$ cat src/rtl/hansen_pkg.sv
// Shared constants for the Hansen memory arbiter: port encodings and counter limit.
package hansen_pkg;
    localparam logic        HANSEN_PORT_I    = 1'b0;
    localparam logic        HANSEN_PORT_D    = 1'b1;
    localparam logic [15:0] HANSEN_STALL_MAX = 16'hFFFF;
endpackage

$ cat src/rtl/hansen_rr_arb2.sv
// Two-request grant logic. HANSEN_ARB_RR_EN selects round-robin on ties,
// otherwise fixed priority D over I with no state.
module hansen_rr_arb2
    import hansen_pkg::*;
(
    input  logic       clk,
    input  logic       reset_n,
    input  logic       en_i,
    input  logic [1:0] req_i,
    output logic [1:0] gnt_o
);
    logic tie_pick;

`ifdef HANSEN_ARB_RR_EN
    logic last_q, last_d;

    // On a tie the port that did not win last time goes first.
    assign tie_pick = ~last_q;

    always_comb begin
        last_d = last_q;
        if (gnt_o[HANSEN_PORT_D])      last_d = HANSEN_PORT_D;
        else if (gnt_o[HANSEN_PORT_I]) last_d = HANSEN_PORT_I;
    end

    always_ff @(posedge clk or negedge reset_n) begin
        if (!reset_n) last_q <= HANSEN_PORT_D;
        else          last_q <= last_d;
    end
`else
    logic unused_clk_rst;
    assign unused_clk_rst = clk ^ reset_n;
    assign tie_pick       = HANSEN_PORT_D;
`endif

    always_comb begin
        gnt_o = 2'b00;
        if (en_i) begin
            if (&req_i) gnt_o[tie_pick] = 1'b1;
            else        gnt_o = req_i;
        end
    end
endmodule

$ cat src/rtl/hansen_mem_arbiter.sv
// Shares one single-port BRAM between the fetch (I) and data (D) ports.
// Define HANSEN_ARB_RR_EN for round-robin ties; default is fixed D-over-I priority.
module hansen_mem_arbiter
    import hansen_pkg::*;
#(
    parameter int DEPTH = 512,
    parameter int AW    = 9
) (
    input  logic          clk,
    input  logic          reset_n,
    input  logic          i_req,
    input  logic [31:0]   i_addr,
    output logic          i_gnt,
    output logic          i_rvalid,
    output logic [31:0]   i_rdata,
    output logic          i_err,
    input  logic          d_req,
    input  logic          d_we,
    input  logic [3:0]    d_be,
    input  logic [31:0]   d_addr,
    input  logic [31:0]   d_wdata,
    output logic          d_gnt,
    output logic          d_rvalid,
    output logic [31:0]   d_rdata,
    output logic          d_err,
    output logic          mem_en,
    output logic [3:0]    mem_we,
    output logic [AW-1:0] mem_addr,
    output logic [31:0]   mem_wdata,
    input  logic [31:0]   mem_rdata,
    output logic [15:0]   stall_cnt
);
    logic [1:0]  gnt;
    logic        i_inr, d_inr;
    logic        rsel_q, rvalid_q, err_q;
    logic        rsel_d, rvalid_d, err_d;
    logic [15:0] stall_q, stall_d;
    logic        unused_lsb;

    assign unused_lsb = ^{i_addr[1:0], d_addr[1:0]};

    hansen_rr_arb2 u_arb (
        .clk     (clk),
        .reset_n (reset_n),
        .en_i    (reset_n),
        .req_i   ({d_req, i_req}),
        .gnt_o   (gnt)
    );

    assign i_gnt = gnt[HANSEN_PORT_I];
    assign d_gnt = gnt[HANSEN_PORT_D];
    assign i_inr = (i_addr[31:AW+2] == '0);
    assign d_inr = (d_addr[31:AW+2] == '0);

    always_comb begin
        mem_en    = 1'b0;
        mem_we    = 4'b0000;
        mem_addr  = '0;
        mem_wdata = '0;
        if (d_gnt) begin
            mem_en    = d_inr;
            mem_we    = (d_inr && d_we) ? d_be : 4'b0000;
            mem_addr  = d_addr[AW+1:2];
            mem_wdata = d_wdata;
        end else if (i_gnt) begin
            mem_en    = i_inr;
            mem_addr  = i_addr[AW+1:2];
        end
    end

    // Reads always respond; writes respond only when dropped as out of range.
    always_comb begin
        rsel_d   = d_gnt ? HANSEN_PORT_D : HANSEN_PORT_I;
        rvalid_d = i_gnt | (d_gnt & (~d_we | ~d_inr));
        err_d    = (i_gnt & ~i_inr) | (d_gnt & ~d_inr);
        stall_d  = stall_q;
        if (((i_req & ~i_gnt) | (d_req & ~d_gnt)) && stall_q != HANSEN_STALL_MAX)
            stall_d = stall_q + 16'd1;
    end

    always_ff @(posedge clk or negedge reset_n) begin
        if (!reset_n) begin
            rsel_q   <= HANSEN_PORT_I;
            rvalid_q <= 1'b0;
            err_q    <= 1'b0;
            stall_q  <= '0;
        end else begin
            rsel_q   <= rsel_d;
            rvalid_q <= rvalid_d;
            err_q    <= err_d;
            stall_q  <= stall_d;
        end
    end

    assign i_rvalid  = rvalid_q & (rsel_q == HANSEN_PORT_I);
    assign d_rvalid  = rvalid_q & (rsel_q == HANSEN_PORT_D);
    assign i_err     = i_rvalid & err_q;
    assign d_err     = d_rvalid & err_q;
    assign i_rdata   = (i_rvalid && !err_q) ? mem_rdata : 32'h0;
    assign d_rdata   = (d_rvalid && !err_q) ? mem_rdata : 32'h0;
    assign stall_cnt = stall_q;
endmodule
$ cat config.mk
export PLATFORM = sky130hd
export DESIGN_NAME = hansen_mem_arbiter
export DESIGN_NICKNAME = d
export VERILOG_FILES = /design/src/rtl/hansen_pkg.sv /design/src/rtl/hansen_rr_arb2.sv /design/src/rtl/hansen_mem_arbiter.sv
export SDC_FILE = /design/constraint.sdc
export NUM_CORES = 1
export LEC_CHECK = 0
export CORE_AREA = 2 2 103 105
export DETAILED_ROUTE_END_ITERATION = 16
export DIE_AREA = 0 0 105 107
export DONT_BUFFER_PORTS = 1
export HOLD_SLACK_MARGIN = 0.05
export PLACE_DENSITY_LB_ADDON = 0.08
export SYNTH_ARGS = -nofsm -noshare
export SYNTH_HDL_FRONTEND = slang
export SYNTH_SLANG_ARGS = --single-unit
$ cat constraint.sdc
create_clock -name clk -period 3.86 [get_ports clk]
set_input_delay 0.386 -clock clk [delete_from_list [all_inputs] [get_ports clk]]
set_output_delay 0.386 -clock clk [all_outputs]
set_load 0.01 [all_outputs]
==> results of run 1 <==
## worst max path at each step
stage	slack (ns)	cells after the start	start	end
6_report	1.81	5	stall_cnt[0]	stall_cnt[14]
5_1_grt	1.70	4	rvalid_q	i_rdata[16]
4_1_cts	1.80	4	rvalid_q	i_rdata[16]
3_5_place_dp	1.81	3	i_addr[14]	mem_en
3_3_place_gp	1.82	3	i_addr[14]	mem_en
2_1_floorplan	2.10	3	i_addr[14]	mem_en
## area by class of cell
cell class | instances | share of cell area [%]
sequential | 19 | 23.6
multi-input combinational | 195 | 63.5
clock inverter | 1 | 0.248
clock buffer | 3 | 2.05
timing repair buffer | 4 | 1.61
inverter | 3 | 0.558
tap | 136 | 8.44
## flip-flops by register name (all words and copies together), names as in the netlist
name,cells
stall_cnt,16
err_q,1
rsel_q,1
rvalid_q,1
## per-layer routing
metal,track usage [%],vias to the layer above,routed length [um],part of all wire [%]
li1,-,797,-,-
met1,13.5,862,2690,39
met2,18.8,158,3430,50
met3,3.10,2,681,10
met4,1.71,0,29,0.42
met5,0,-,0,0
## cell usage after synthesis (3+ instances only)
| cell type | count |
|---|---|
| inv_1 | 3 |
| nand4_1 | 8 |
| o21ai_0 | 3 |
| nand3_1 | 6 |
| and3_1 | 35 |
| dfrtp_1 | 19 |
| xor2_1 | 9 |
| nand2_1 | 6 |
| and2_1 | 70 |
| xnor2_1 | 6 |
| nor4_1 | 11 |
| nor2b_1 | 3 |
| a22o_1 | 10 |
| nor3_1 | 9 |
| nor2_1 | 5 |
| clkbuf_1 | 14 |
## logic make-up (layout without fill, tap and decap cells)
family | count (synthesis) | after routing
buf+inv | 18 | 11
compound gates | 14 | 14
simple gates | 164 | 164
flops | 19 | 19
mux | 1 | 1
fa+ha+maj | 1 | 1
xor+xnor | 15 | 15
## power breakdown
part	switching, mW	leakage, nW	internal [mW]
Combinational	0.100	0.629	0.0792
Clock	0.0750	0.0255	0.0720
Sequential	0.117	0.234	0.253
Total	0.293	0.889	0.404
==> results by group, run 1 <==
GRT
  • Total gr overflow: 0
  • Vias in the first global route: 1647
  • All-Layer GR Usage: a little over a tenth
  • Antenna violations before repair: 0
  • Pin count of the biggest net entering global routing: 37
  • First-pass GRT wire length: 9.48 mm

Detailed routing
  • Via count: about 1800
  • Post-route ant nets: 0
  • Drt first pass iters: 4
  • Routed Wire Length: between 6 and 7 mm
  • Wirelength per Cell: 18.9 um
  • Detail-routed via count per cell: 5.04
  • DRT iter0 DRCs: between 70 and 80
  • Residual DRC count: 0

Critical path
  • Startpoint types: flip-flop
  • Max FO, Critical Path: 5
  • WP buf/inv: 0
  • Critical Path AT: 2.20 ns
  • CP Class: reg2reg
  • Slowest CP cell: nor4_1
  • Setup crit end kind: flip-flop
  • Crit-path cells: ha_1 > nand3_1 > nor4_1 > nand4_1 > xnor2_1
  • End of the worst register-to-register path: stall_cnt[14]
  • R2r setup slk: roughly 1.8 ns
  • CP peak stage delay: 0.68 ns
  • Worst path required time: ~4 ns
  • Crit path max-delay family: simple AND/OR/NAND/NOR gates
  • R2r startpoint: stall_cnt[0]
  • Worst r2r path cells: 5

Clocking
  • CTS buffer count: 3
  • Clk sinks: 19
  • Post-CTS Setup Inserts: 0
  • Clock slew at reported path FFs: 0.08 ns
  • CTS root buf: clkbuf_8
  • Hold-fix buffers at CTS: 1
  • Clock buffer depth: 2
  • Worst-Skew Late Latency: 0.26 ns
  • Post-CTS Resized: 0
  • TritonCTS clock tree: built
  • Clock H-tree levels: 1

Run
  • Max-Cap Viols: 0

Synth
  • Post-synthesis sequential area ratio: approximately a quarter
  • Synth Register Bits: 19
  • Yosys top cell area share: 26.0%
  • Largest family of logic cells by synthesized area: simple AND/OR/NAND/NOR gates
  • Mean post-synth cell area: just under 8 um2
  • Primary FF master, synth: dfrtp_1
  • Post-Synth Simple-Gate Area: 55.7%
  • Ranking of synthesized cells by area: dfrtp_1 26%, and2_1 24%, and3_1 12%, a22o_1 4.8%, xor2_1 4.3%
  • Mux cell area share after synthesis: 0.617%
  • Synth area leader: dfrtp_1
  • EDFF count, synth: 0
  • Yosys cell types: 31
  • Warnings, synthesis: 0
  • FFs w/ async S/R, synth: 100%
  • Post-Synth XOR/XNOR Area: between 7 and 8%
  • Adder-cell share of the synthesized area: 0.685%
  • Synth Area in Compound Gates: 6.03%
  • Synth Instances: 232
  • Syn nets: 370
  • Post-Synthesis Cell Area: roughly 0.0018 mm2

Placement
  • Final RePlAce weighted congestion: 0.690
  • Placement Cell Area: 0.00196 mm2
  • I/O Buffers: 0
  • DP HPWL: between 5 and 6 mm
  • Placed cells: 356
  • Pre-CTS setup slack: 1.81 ns

Floorplanning
  • Die Span Y: around 110 um
  • Num ports: 269
  • Die X: 105 um
  • Die area: 0.0112 mm2
  • Initial Utilization: 18.1%
  • Core Box Area: between 0.01 and 0.015 mm2
  • Number of core rows: 37

Min path
  • WHS Endpoint: rvalid_q
  • Hold path depth: 2
  • Worst hold start: i_req
  • Tightest Hold Check Type: in2reg

STA
  • Slew Limit Headroom: 37.4%
  • Min Hold Slack: 0.331 ns
  • Final setup fails: 0
  • Crit share post-route: 53.1%
  • Final Hold Fails: 0
  • Fin crit period: 2.05 ns
  • Final setup TNS: 0 ns
  • Final Skew: 0.00699 ns
  • Unrepaired setup endpoints after global routing: no
  • Maximum clock frequency: 488 MHz
  • Pins over their slew limit: 0
  • Fin worst setup slack: 1.81 ns
  • Least-Margin Pin Slew: ~0.94 ns

Power
  • Leak pwr: 0.889 nW
  • Max VDD drop: 0.000155 V
  • Pwr dens: 345 mW/mm2
  • Overall power: 0.697 mW

Status
  • Status: finished clean

Finish
  • Final instance area: 0.00202 mm2
  • Nets: 364
  • Post-Layout Cell Count: roughly 360
  • Core Util, Final: 20.0%
  • Diode count: 0
  • Sequential cell area: about 480 um2
  • Layout cells sized above 1: 5.78%
  • Synth-to-Final Area Change: 10.5%
  • # fillers: 1128
  • Most common cell after layout, fill and taps aside: and2_1
  • Footprint of the multi-input gates: 0.00128 mm2
  • Commonest non-fill, non-tap cells in the layout: 70 x and2_1, 35 x and3_1, 19 x dfrtp_1, 11 x nor4_1, 10 x a22o_1
(Power assumes the default switching activity.)
==> inputs of run 2 (changes only) <==
--- a/config.mk
+++ b/config.mk
@@ -5,9 +5,9 @@
 export SDC_FILE = /design/constraint.sdc
 export NUM_CORES = 1
 export LEC_CHECK = 0
-export CORE_AREA = 2 2 103 105
+export CORE_AREA = 2 2 105 107
 export DETAILED_ROUTE_END_ITERATION = 16
-export DIE_AREA = 0 0 105 107
+export DIE_AREA = 0 0 107 109
 export DONT_BUFFER_PORTS = 1
 export HOLD_SLACK_MARGIN = 0.05
 export PLACE_DENSITY_LB_ADDON = 0.08
==> constraint.sdc (replaced) <==
create_clock -name clk -period 1.75 [get_ports clk]
set_input_delay 0.175 -clock clk [delete_from_list [all_inputs] [get_ports clk]]
set_output_delay 0.175 -clock clk [all_outputs]
set_load 0.01 [all_outputs]
==> results by group, run 2 (same netlist as run 1, synthesis figures left out) <==
GRT
  • Pin count of the biggest net entering global routing: 37
  • Vias in the first global route: about 1600
  • All-Layer GR Usage: 9.93%
  • First-pass GRT wire length: 8.79 mm
  • Antenna violations before repair: 0
  • Total gr overflow: 0

Critical path
  • R2r setup slk: 0.09 ns
  • CP Class: reg2reg
  • Max FO, Critical Path: 5
  • Startpoint types: flip-flop
  • Setup crit end kind: flip-flop
  • Worst Setup SP: stall_cnt[0]
  • Critical Path AT: 1.84 ns
  • R2r startpoint: stall_cnt[0]
  • Worst r2r path cells: 4
  • Worst path required time: 1.93 ns
  • Setup crit end: stall_cnt[9]
  • End of the worst register-to-register path: stall_cnt[9]

Power
  • Overall power: 1.73 mW
  • Pwr dens: 775 mW/mm2
  • Max VDD drop: approximately 0.00029 V
  • Leak pwr: 1.02 nW

STA
  • Final Hold Fails: 0
  • Final Skew: roughly 0.0083 ns
  • Unrepaired setup endpoints after global routing: no
  • Slew Limit Headroom: 38.4%
  • Min Hold Slack: 0.131 ns
  • Least-Margin Pin Slew: 0.921 ns
  • Final setup fails: 0
  • Maximum clock frequency: ~600 MHz
  • Pins over their slew limit: 0
  • Crit share post-route: 94.8%
  • Fin crit period: 1.66 ns
  • Final setup TNS: 0 ns

Detailed routing
  • Residual DRC count: 0
  • Routed met2 length: ~3.8 mm
  • Drt first pass iters: 4
  • Post-route ant nets: 0
  • Wirelength per Cell: between 15 and 20 um
  • DRT iter0 DRCs: 29
  • Routed Wire Length: 6.92 mm
  • DR top layer: met4
  • M1 WL: 2.55 mm
  • Detail-routed via count per cell: 4.97
  • Metal3 WL: approximately 570 um
  • Via count: about 1900

Placement
  • Final RePlAce weighted congestion: 0.717
  • DP HPWL: 5.70 mm
  • I/O Buffers: 0

Floorplanning
  • Initial Utilization: about 17%
  • Core Box Area: 0.0106 mm2
  • Die area: approximately 0.012 mm2
  • Num ports: 269
  • Number of core rows: 38
  • Die X: ~110 um
  • Die Span Y: 109 um

Run
  • Max-Cap Viols: 0

Min path
  • Tightest Hold Check Type: in2reg

Clocking
  • CTS buffer count: 3
  • Worst-Skew Late Latency: 0.26 ns
  • CTS root buf: clkbuf_8
  • Clock slew at reported path FFs: about 0.080 ns
  • Clk sinks: 19
  • Clock buffer depth: 2
  • Clock H-tree levels: 1
  • TritonCTS clock tree: built

Status
  • Status: finished clean

Finish
  • Layout cells sized above 1: around 16%
  • Nets: 390
  • Commonest non-fill, non-tap cells in the layout: 69 x and2_1, 35 x and3_1, 27 x buf_4, 19 x dfrtp_1, 11 x nor4_1
  • Max FFs per register: 16
  • Synth-to-Final Area Change: 22.5%
  • Most common cell after layout, fill and taps aside: and2_1
  • Diode count: 0
==> run 2: cell types whose count changed in the layout (fill, tap and decap cells not counted), sizes merged <==
| cell | before | now |
|---|---|---|
| clkbuf | 3 | 4 |
| clkinv | 1 | 0 |
| buf | 3 | 29 |
==> run 2: worst min path at each step <==
stage                 start           end  slack (ns)  cells after the start
finish                i_req      rvalid_q        0.13                      2
global route          i_req      rvalid_q        0.15                      2
CTS                   i_req      rvalid_q        0.14                      2
detailed placement  reset_n  stall_cnt[6]       -0.12                      0
global placement    reset_n  stall_cnt[6]       -0.12                      0
floorplan           reset_n         err_q       -0.12                      0
==> run 2: cell type report <==
class	instances	area (um2)
Clock buffer	4	45.0
Timing Repair Buffer	30	235
Multi-Input combinational cell	195	1290
Fill cell	1171	8370
Sequential cell	19	475
Inverter	3	11.3
Tap cell	140	175
==> run 2: metrics by stage <==
stage                     area, um2  setup slack (ns)  util, %  std cells
final                          2240            0.0902     21.1        391
after global routing           2240           0.00849     21.1        391
after CTS                      2190            0.0215     20.7        388
after detailed placement       2140            0.0620     20.2        383
after global placement         2140            0.0622     20.2        383
after floorplan                1830             0.103        -        232
==> run 2: power breakdown <==
part	total (mW)	switching, mW	leakage (nW)	internal [mW]
registers	0.645	0.0852	0.234	0.560
clock network	0.314	0.152	0.0228	0.162
logic	0.775	0.435	0.762	0.340
==> run 2: critical path, cell delays in order (launching register included) <==
cell and delay (ns):
dfrtp_1 0.40, nand4_1 0.13, or4_4 0.61, nor3_1 0.27, xor2_1 0.16
==> run 2: timing repair <==
item / CTS / global route
buffers inserted: 0 / 2
hold buffers: 1 / 0
setup endpoints to repair: 0 / 36
hold endpoints to repair: 19 / 0
gates resized for setup: 0 / 7
==> run 2: routing by layer <==
metal / track usage (%) / vias up
li1: - / 845
met1: 11.3 / 924
met2: 19.8 / 172
met3: 1.61 / 2
met4: 1.11 / 0
met5: 0 / -
